### config.mk
export PLATFORM = sky130hd
export DESIGN_NAME = ibex_float2int
export DESIGN_NICKNAME = d
export VERILOG_FILES = /design/src/rtl/ibex_float2int.sv
export SDC_FILE = /design/constraint.sdc
export NUM_CORES = 1
export LEC_CHECK = 0
export ABC_AREA = 1
export CORE_UTILIZATION = 35
export CTS_BUF_LIST = sky130_fd_sc_hd__clkbuf_2
export DETAILED_ROUTE_END_ITERATION = 10
export HOLD_SLACK_MARGIN = 0.06
export PLACE_DENSITY = 0.52
export SLEW_MARGIN = 40
export SYNTH_ARGS = -nofsm -noshare
export SYNTH_HDL_FRONTEND = slang
export SYNTH_SLANG_ARGS = --single-unit
### constraint.sdc
create_clock -name clk_i -period 8.5 [get_ports clk_i]
set_clock_uncertainty 0.15 [all_clocks]
set_input_delay 1.7 -clock clk_i [delete_from_list [all_inputs] [get_ports clk_i]]
set_output_delay 1.7 -clock clk_i [all_outputs]
set_load 0.05 [all_outputs]
### src/rtl/ibex_float2int.sv
// FP32 to 32-bit integer converter (FCVT.W.S / FCVT.WU.S).
// Fixed five-state sequence: the operand is captured on start, aligned,
// rounded and saturated, and the result is presented with a one-cycle valid.
module ibex_float2int (
   input  logic        clk_i,
   input  logic        rst_i,
   input  logic [31:0] input_a_i,
   input  logic        convert_en_i,
   input  logic        unsigned_i,
   input  logic [2:0]  falu_rounding_mode_i,
   output logic [31:0] output_z_o,
   output logic        convert_valid_o,
   output logic        nv_o,
   output logic        nx_o
);

   localparam logic [2:0] RM_RNE = 3'b000;
   localparam logic [2:0] RM_RTZ = 3'b001;
   localparam logic [2:0] RM_RDN = 3'b010;
   localparam logic [2:0] RM_RUP = 3'b011;
   localparam logic [2:0] RM_RMM = 3'b100;

   typedef enum logic [2:0] {IDLE, ALIGN, ROUND, PACK, DONE} state_e;

   state_e state_reg, state_next;

   // Captured operand and conversion controls
   logic [31:0] a_reg;
   logic        uns_reg;
   logic [2:0]  rm_reg;

   // ALIGN results
   logic [31:0] int_reg, int_next;
   logic        guard_reg, guard_next;
   logic        sticky_reg, sticky_next;
   logic        nan_reg, nan_next;
   logic        inf_reg, inf_next;
   logic        ovf_reg, ovf_next;

   // ROUND results
   logic [32:0] mag_reg, mag_next;
   logic        inexact_reg, inexact_next;

   // PACK results
   logic [31:0] z_next;
   logic        nv_next, nx_next;

   // Per-state strobes
   logic capture_en, align_en, round_en, pack_en;

   // Operand decode
   logic              sign;
   logic [7:0]        exp_field;
   logic [22:0]       frac;
   logic [23:0]       mant;
   logic signed [9:0] exp_unb;
   logic [4:0]        lsh;
   logic [9:0]        rsh;
   logic [48:0]       shifted;
   logic              inc;

   assign sign      = a_reg[31];
   assign exp_field = a_reg[30:23];
   assign frac      = a_reg[22:0];
   assign mant      = {exp_field != 8'd0, frac};
   assign exp_unb   = (exp_field == 8'd0) ? -10'sd126 : $signed({2'b00, exp_field}) - 10'sd127;
   assign lsh       = exp_unb[4:0] - 5'd23;
   assign rsh       = 10'd23 - $unsigned(exp_unb);

   // State register; reset aborts any conversion in flight
   always_ff @(posedge clk_i or posedge rst_i) begin
      if (rst_i) state_reg <= IDLE;
      else       state_reg <= state_next;
   end

   // Next-state logic: start only sampled in IDLE, dropping enable aborts mid-flight
   always_comb begin
      state_next = state_reg;
      case (state_reg)
         IDLE:    if (convert_en_i) state_next = ALIGN;
         ALIGN:   state_next = convert_en_i ? ROUND : IDLE;
         ROUND:   state_next = convert_en_i ? PACK  : IDLE;
         PACK:    state_next = convert_en_i ? DONE  : IDLE;
         DONE:    state_next = IDLE;
         default: state_next = IDLE;
      endcase
   end

   // Output/strobe logic per state
   always_comb begin
      convert_valid_o = 1'b0;
      capture_en      = 1'b0;
      align_en        = 1'b0;
      round_en        = 1'b0;
      pack_en         = 1'b0;
      case (state_reg)
         IDLE:    capture_en      = convert_en_i;
         ALIGN:   align_en        = 1'b1;
         ROUND:   round_en        = 1'b1;
         PACK:    pack_en         = convert_en_i;
         DONE:    convert_valid_o = 1'b1;
         default: ;
      endcase
   end

   // Alignment: integer part, guard bit and sticky bit plus special classes
   always_comb begin
      int_next    = 32'd0;
      guard_next  = 1'b0;
      sticky_next = 1'b0;
      nan_next    = (exp_field == 8'hFF) && (frac != 23'd0);
      inf_next    = (exp_field == 8'hFF) && (frac == 23'd0);
      ovf_next    = 1'b0;
      shifted     = {mant, 25'd0} >> rsh[4:0];
      if (exp_field == 8'hFF) begin
         // NaN / infinity handled purely by class
      end else if (exp_unb >= 10'sd32) begin
         ovf_next = 1'b1;
      end else if (exp_unb >= 10'sd23) begin
         int_next = {8'd0, mant} << lsh;
      end else if (rsh <= 10'd25) begin
         int_next    = {8'd0, shifted[48:25]};
         guard_next  = shifted[24];
         sticky_next = |shifted[23:0];
      end else begin
         sticky_next = |mant;
      end
   end

   // Rounding increment; unknown mode encodings fall back to RNE
   always_comb begin
      inexact_next = guard_reg | sticky_reg;
      case (rm_reg)
         RM_RTZ:  inc = 1'b0;
         RM_RDN:  inc = sign & inexact_next;
         RM_RUP:  inc = ~sign & inexact_next;
         RM_RMM:  inc = guard_reg;
         RM_RNE:  inc = guard_reg & (sticky_reg | int_reg[0]);
         default: inc = guard_reg & (sticky_reg | int_reg[0]);
      endcase
      mag_next = {1'b0, int_reg} + {32'd0, inc};
   end

   // Saturation and sign application; NaN saturates like +inf
   always_comb begin
      z_next  = 32'd0;
      nv_next = 1'b0;
      if (!uns_reg) begin
         if (nan_reg || (!sign && (inf_reg || ovf_reg || mag_reg > 33'h0_7FFF_FFFF))) begin
            z_next  = 32'h7FFF_FFFF;
            nv_next = 1'b1;
         end else if (sign && (inf_reg || ovf_reg || mag_reg > 33'h0_8000_0000)) begin
            z_next  = 32'h8000_0000;
            nv_next = 1'b1;
         end else begin
            z_next = sign ? (~mag_reg[31:0] + 32'd1) : mag_reg[31:0];
         end
      end else begin
         if (nan_reg || (!sign && (inf_reg || ovf_reg)) || mag_reg > 33'h0_FFFF_FFFF) begin
            z_next  = 32'hFFFF_FFFF;
            nv_next = 1'b1;
         end else if (sign && (inf_reg || ovf_reg || mag_reg != 33'd0)) begin
            z_next  = 32'd0;
            nv_next = 1'b1;
         end else begin
            z_next = mag_reg[31:0];
         end
      end
      nx_next = inexact_reg & ~nv_next;
   end

   // Datapath pipeline registers, each stage loaded only in its own state
   always_ff @(posedge clk_i or posedge rst_i) begin
      if (rst_i) begin
         a_reg       <= 32'd0;
         uns_reg     <= 1'b0;
         rm_reg      <= RM_RNE;
         int_reg     <= 32'd0;
         guard_reg   <= 1'b0;
         sticky_reg  <= 1'b0;
         nan_reg     <= 1'b0;
         inf_reg     <= 1'b0;
         ovf_reg     <= 1'b0;
         mag_reg     <= 33'd0;
         inexact_reg <= 1'b0;
      end else begin
         if (capture_en) begin
            a_reg   <= input_a_i;
            uns_reg <= unsigned_i;
            rm_reg  <= falu_rounding_mode_i;
         end
         if (align_en) begin
            int_reg    <= int_next;
            guard_reg  <= guard_next;
            sticky_reg <= sticky_next;
            nan_reg    <= nan_next;
            inf_reg    <= inf_next;
            ovf_reg    <= ovf_next;
         end
         if (round_en) begin
            mag_reg     <= mag_next;
            inexact_reg <= inexact_next;
         end
      end
   end

   // Result and flags change only on a completed PACK->DONE step
   always_ff @(posedge clk_i or posedge rst_i) begin
      if (rst_i) begin
         output_z_o <= 32'd0;
         nv_o       <= 1'b0;
         nx_o       <= 1'b0;
      end else if (pack_en) begin
         output_z_o <= z_next;
         nv_o       <= nv_next;
         nx_o       <= nx_next;
      end
   end

endmodule

==> metrics.cfg, run 1 <==
[outcome]
outcome = complete, no violations

[placement]
dpl.hpwl_mm = 29.2
dp.cells = 2069
gp_congestion = 0.999
placed_area_um2 = 11900
numPortBuffers = 73

[timing]
finalSetupTns_ps = 0
drv_slew = 0
timing.final.crit_share_pct = 51.3
rsz0062_at_grt = no
worst_pin_slew_ps = 743
period_needed_ps = 4360
max_freq_mhz = 229
timing.hold.ws_ps = 350
hold_viol_final = 0
slew_headroom_pct = 50.5
setup_viol = 0

[clocking]
cts_setup_buffers = 0
cts.sinks = 144
ctsResizeCount = 0
clkLatencyLatePin_ps = 800
h-tree-depth = 4
tritoncts = built
cts_hold_buf = 0
cts-root-buf = clkbuf_2
clk_pin_slew_ps = 210
cts_buffer_depth = 2
cts-buffers-inserted = 17

[floorplan]
dieArea_um2 = 31900
fp-row-count = 64
core-area_um2 = 30700
fp.dieW_um = 179
io_pins = 74
die_y_um = 179
start_util_pct = 35.6

[synth]
synth_cell_type_count = 53
async_reset_ff_share_pct = 100
synth_area_um2 = 10900
synth_most_common_cell = nand2_1
syn_inst = 1672
synth_flop_cell = dfrtp_1
synth_commonest_cells = 482 x nand2_1, 220 x nand3_1, 150 x o21ai_0
synth_seq_cells = 144
synth_top_cell_area_share_pct = 33.0
synth-warning-count = 0
syn-num-nets = 1723
synth-seq-area-share_pct = 33.0
synth_top_area_cell = dfrtp_1
synth.top_cells.by_area = dfrtp_1 33%, nand2_1 17%, nand3_1 10%, o21ai_0 6.9%, inv_1 4.5%
synth_area_per_cell_um2 = 6.54
synth_edf_count = 0

[power_and_ir_drop]
power_mw = 4.30
p_leak_nw = 5.63
vdd_drop_max_uv = 136
power.density_nw_per_um2 = 355

[detailed_routing]
avgViaCountPerCell = 5.36
post_drt_wl_per_cell_um = 18.1
first_pass_iters = 6
vias = 11300
routed_wl_mm = 38.1
drtIter0Drc = 884
ant_nets = 0
drcViolationCount = 0

[critical_path]
cpPeakStageDelay_ps = 750
critPathKind = reg2reg
slowest_stage = ha_2
crit_family = buffers and inverters
required_ps = 9030
end_kind = register
cp_num_buf_inv = 3
crit_arrival_ps = 4890
cp_max_fo = 34
crit_chain = inv_2 -> ha_1 -> nand2_2 -> nor2_4 -> nand2_8 -> nand2_8 -> inv_2 -> ha_2 -> inv_1 -> o21ai_0 -> nor2_1 -> o21ai_1 -> nand3_1
crit_path_start_kind = register

[global_routing]
grt_max_degree = 78
grt_overflow = 0
grt_antenna_before_repair = 1
grt_usage_pct = 25.2
grt_pass1_wl_mm = 61.8
grt_pass1_vias = 11200

[run]
cap_viol_max_count = 0

[cells_and_area]
multiInputGateArea_um2 = 6380
finalInstanceArea_um2 = 12100
instances_no_fill = 2100
largest_reg_flops = 33
drive_gt1_share_pct = 6.46
final_nets = 1743
ff_latch_area_um2 = 3600
fillers = 3418
area_growth_pct = 10.9

[worst_hold_path]
hold_path_class = reg2reg

-- logic make-up after synthesis --
logic type | synth area share, %
simple gates | 37.4
compound gates | 16.3
buf+inv | 8.85
flops | 33.0
xor+xnor | 2.39
fa+ha+maj | 1.37
mux | 0.675
-- area by class of cell --
class / count / share of cell area (%)
sequential: 144 / 29.7
antenna: 1 / 0.0207
inverter: 152 / 4.75
clock inverter: 11 / 1.18
multi-input combinational: 1292 / 52.6
clock buffer: 19 / 0.785
timing repair buffer: 85 / 6.80
tap: 396 / 4.09
-- placed cells by master (no fill, tap or decap), types with 3 or more instances in the layout --
cell and instances:
a21oi_1 81, clkinv_2 3, clkinv_4 3, dfrtp_1 144
o22ai_1 5, nor3_1 13, or2_2 3, clkdlybuf4s50_1 73
inv_2 20, bufinv_16 3, o21ai_0 150, a31oi_1 8
mux2i_1 4, nor2_1 126, clkbuf_2 19, nor3_2 8
nand3b_1 3, nand2_1 480, mux2_2 3, o211ai_1 9
o21ai_1 34, buf_4 11, xor2_1 27, nor2_2 4
nand4_1 26, nand2_2 8, a22oi_1 4, ha_1 11
o31ai_1 4, inv_1 130, nor4_1 14, nor2_4 5
nand3_1 220, o221ai_1 15
-- report_power, final --
group | switching (mW) | total, mW | internal (mW)
logic | 1.95 | 2.78 | 0.831
clock network | 0.266 | 0.428 | 0.162
registers | 0.202 | 1.09 | 0.883
-- layer usage --
| metal | global-route usage [%] | part of all wire [%] | vias up |
|---|---|---|---|
| li1 | - | - | 5630 |
| met1 | 32.2 | 45 | 5262 |
| met2 | 42.4 | 47 | 299 |
| met3 | 3.39 | 3.7 | 68 |
| met4 | 10.8 | 4.0 | 0 |
| met5 | 0 | 0 | - |
-- metrics by stage --
step / worst slack [ps] / util, %
after floorplan: 2780 / -
after global placement: 3920 / 38.7
after CTS: 3800 / 39.5
after detailed placement: 3850 / 38.7
final: 4140 / 39.5
after global routing: 3760 / 39.5
-- path summary, 6_finish.rpt --
path	from	to	slack [ps]	cells after the start
setup / recovery	a_reg[23]$_DFFE_PP0P_	int_reg[23]$_DFFE_PP0N_	4140	13
hold / removal	output_z_o[18]$_DFFE_PP0P_	output_z_o[18]$_DFFE_PP0P_	350	2
setup reg to reg	a_reg[23]$_DFFE_PP0P_	int_reg[23]$_DFFE_PP0N_	4140	13
hold reg to reg	output_z_o[18]$_DFFE_PP0P_	output_z_o[18]$_DFFE_PP0P_	350	2
max in group asynchronous	rst_i	int_reg[17]$_DFFE_PP0N_	5880	3
min in group asynchronous	rst_i	mag_reg[3]$_DFFE_PP0N_	1210	2
-- tightest hold or removal path, stage by stage, from the launching register on --
cell and delay, ps:
dfrtp_1 380, nand2_1 50, nand2_1 50
No activity file was read; power rests on OpenSTA's default activity.
==> run 2: changes to the inputs <==
clock period = 4.4 ns   (was 8.5 ns; I/O delays follow)
==> run 2 against run 1 <==
Effect of this change: cell area up 1.3%; final cell count up 0.71%; largest cell class unchanged; register-to-register slack worse by 3300 ps; clock power up 100%; power up 95%; hold slack worse by 42 ps; critical endpoint is now int_reg[25]$_DFFE_PP0N_.
==> metrics.cfg, run 2 (synthesis gave the netlist of run 1 again) <==
[detailed_routing]
routed_wl_mm = 38.3  ; was 38.1 mm
avgViaCountPerCell = 5.33  ; was 5.36
drtIter0Drc = 940  ; was 884
ant_nets = 0  ; unchanged
first_pass_iters = 6  ; unchanged
post_drt_wl_per_cell_um = 18.1  ; about the same
drcViolationCount = 0  ; unchanged
vias = 11300  ; about the same

[timing]
rsz0062_at_grt = no  ; unchanged
finalSetupTns_ps = 0  ; unchanged
drv_slew = 0  ; unchanged
timing.hold.ws_ps = 307  ; was 350 ps
worst_pin_slew_ps = 667  ; was 743 ps
timing.final.crit_share_pct = 82.0  ; was 51.3%
slew_headroom_pct = 55.2  ; was 50.5%
max_freq_mhz = 277  ; was 229 MHz
setup_viol = 0  ; unchanged
hold_viol_final = 0  ; unchanged
period_needed_ps = 3610  ; was 4360 ps

[clocking]
h-tree-depth = 4  ; unchanged
cts_hold_buf = 0  ; unchanged
cts-root-buf = clkbuf_2  ; unchanged
cts_buffer_depth = 2  ; unchanged
cts_setup_buffers = 0  ; unchanged
tritoncts = built  ; unchanged
ctsResizeCount = 0  ; unchanged
cts.sinks = 144  ; unchanged
clk_pin_slew_ps = 270  ; was 210 ps
clkLatencyLatePin_ps = 800  ; about the same
cts-buffers-inserted = 17  ; unchanged

[critical_path]
critPathKind = reg2reg  ; unchanged
required_ps = 4950  ; was 9030 ps
slowest_stage = dfrtp_1  ; was ha_2
end_kind = register  ; unchanged
crit_cells = 16  ; was 13
crit_family = simple AND/OR/NAND/NOR gates  ; was buffers and inverters
cpPeakStageDelay_ps = 470  ; was 750 ps
cp_max_fo = 32  ; was 34
crit_path_start_kind = register  ; unchanged
cp_num_buf_inv = 3  ; unchanged
crit_arrival_ps = 4160  ; was 4890 ps
worst-r2r-cell-count = 16  ; was 13
cp_common_cell = nand2_1
crit_chain = inv_1 -> ha_1 -> nand2_2 -> nor2_4 -> nand2_8 -> nand2_4 -> ha_1 -> inv_1 -> buf_4 -> o21ai_0 -> nand2_1 -> o21ai_0 -> o21ai_1 -> o21ai_1 -> nand2_1 -> nand2_1  ; was inv_2 -> ha_1 -> nand2_2 -> nor2_4 -> nand2_8 -> nand2_8 -> inv_2 -> ha_2 -> inv_1 -> o21ai_0 -> nor2_1 -> o21ai_1 -> nand3_1

[global_routing]
busiest_layer = met2  ; unchanged
use_met1_pct = 31.2  ; was 32.2%
grt_pass1_vias = 10900  ; was 11200
grt_pass1_wl_mm = 61.2  ; was 61.8 mm
met2_usage_pct = 43.2  ; was 42.4%
grt_max_degree = 62  ; was 78
grt_usage_pct = 25.0  ; was 25.2%
grt_overflow = 0  ; unchanged
grt_use_met3_pct = 3.58  ; was 3.39%
grt_antenna_before_repair = 2  ; was 1

[placement]
numPortBuffers = 73  ; unchanged
gp_congestion = 0.993  ; was 0.999
dpl.hpwl_mm = 30.2  ; was 29.2 mm

[outcome]
outcome = complete, no violations  ; unchanged

[power_and_ir_drop]
vdd_drop_max_uv = 211  ; was 136 µV
power_mw = 8.39  ; was 4.30 mW
p_leak_nw = 5.70  ; was 5.63 nW
power.density_nw_per_um2 = 684  ; was 355 nW/µm²

[floorplan]
dieArea_um2 = 31900  ; unchanged
io_pins = 74  ; unchanged
fp-row-count = 64  ; unchanged
die_y_um = 179  ; unchanged
start_util_pct = 35.6  ; unchanged
fp.dieW_um = 179  ; unchanged
core-area_um2 = 30700  ; unchanged

[cells_and_area]
drive_gt1_share_pct = 7.16  ; was 6.46%
final_nets = 1756  ; was 1743
layout_common_cells = 481 x nand2_1, 220 x nand3_1, 150 x o21ai_0, 144 x dfrtp_1, 131 x inv_1  ; was 480 x nand2_1, 220 x nand3_1, 150 x o21ai_0, 144 x dfrtp_1, 130 x inv_1
area_growth_pct = 12.2  ; was 10.9%
layout_commonest_cell = nand2_1  ; unchanged
largest_reg_flops = 33  ; unchanged

[run]
cap_viol_max_count = 0  ; unchanged

[worst_hold_path]
hold_path_class = in2async  ; was reg2reg

==> run 2: changes by cell type in the layout (fill, tap and decap cells not counted), sizes merged <==
cell	previous run	this run
bufinv	3	2
clkinvlp	1	6
inv	151	156
clkbuf	19	17
clkinv	8	3
buf	12	25
==> run 2: final timing paths <==
kind / startpoint / endpoint / slack, ps
setup / recovery: a_reg[24]$_DFFE_PP0P_ / int_reg[25]$_DFFE_PP0N_ / 790
hold reg to reg: output_z_o[1]$_DFFE_PP0P_ / output_z_o[1]$_DFFE_PP0P_ / 360
max in group asynchronous: rst_i / output_z_o[14]$_DFFE_PP0P_ / 3140
min in group clk_i: output_z_o[1]$_DFFE_PP0P_ / output_z_o[1]$_DFFE_PP0P_ / 360
setup reg to reg: a_reg[24]$_DFFE_PP0P_ / int_reg[25]$_DFFE_PP0N_ / 790
hold / removal: rst_i / nx_o$_DFFE_PP0P_ / 310
==> run 2: worst reg2reg max path: cells and delay by family, from the launching register on <==
| family | cells | cell delay (ps) |
|---|---|---|
| buffers and inverters | 3 | 630 |
| adders and majority gates | 2 | 530 |
| AOI/OAI and AO/OA | 4 | 790 |
| DFF | 1 | 470 |
| and+or+nand+nor | 7 | 940 |
==> run 2: power by group <==
group	leakage (nW)	total (mW)	internal (mW)	switching (mW)
Clock	0.140	0.861	0.279	0.582
Sequential	1.85	2.08	1.71	0.378
Combinational	3.71	5.45	1.65	3.80
Total	5.70	8.39	3.63	4.76
==> run 2: area by class of cell <==
class	instances	area, µm²
flip-flops and latches	144	3600
well taps	396	495
repair buffers	98	956
clock buffers	17	85.1
multi-input cells	1292	6380
fillers	3317	18400
inverters	152	574
clock inverters	15	175
diodes	1	2.50
==> run 2: metal layers <==
layer	vias to the layer above	wire, µm
met5	-	13
met4	2	1410
li1	5656	-
met3	63	1520
met2	297	18400
met1	5255	17000
==> run 2: metrics by stage <==
stage	area (µm²)	util, %	worst slack, ps	cells
CTS	12300	40.0	822	2114
floorplan	10900	-	858	1672
finish	12300	40.0	792	2115
global route	12300	40.0	543	2115
detailed placement	12000	39.2	870	2082
global placement	12000	39.1	919	2081
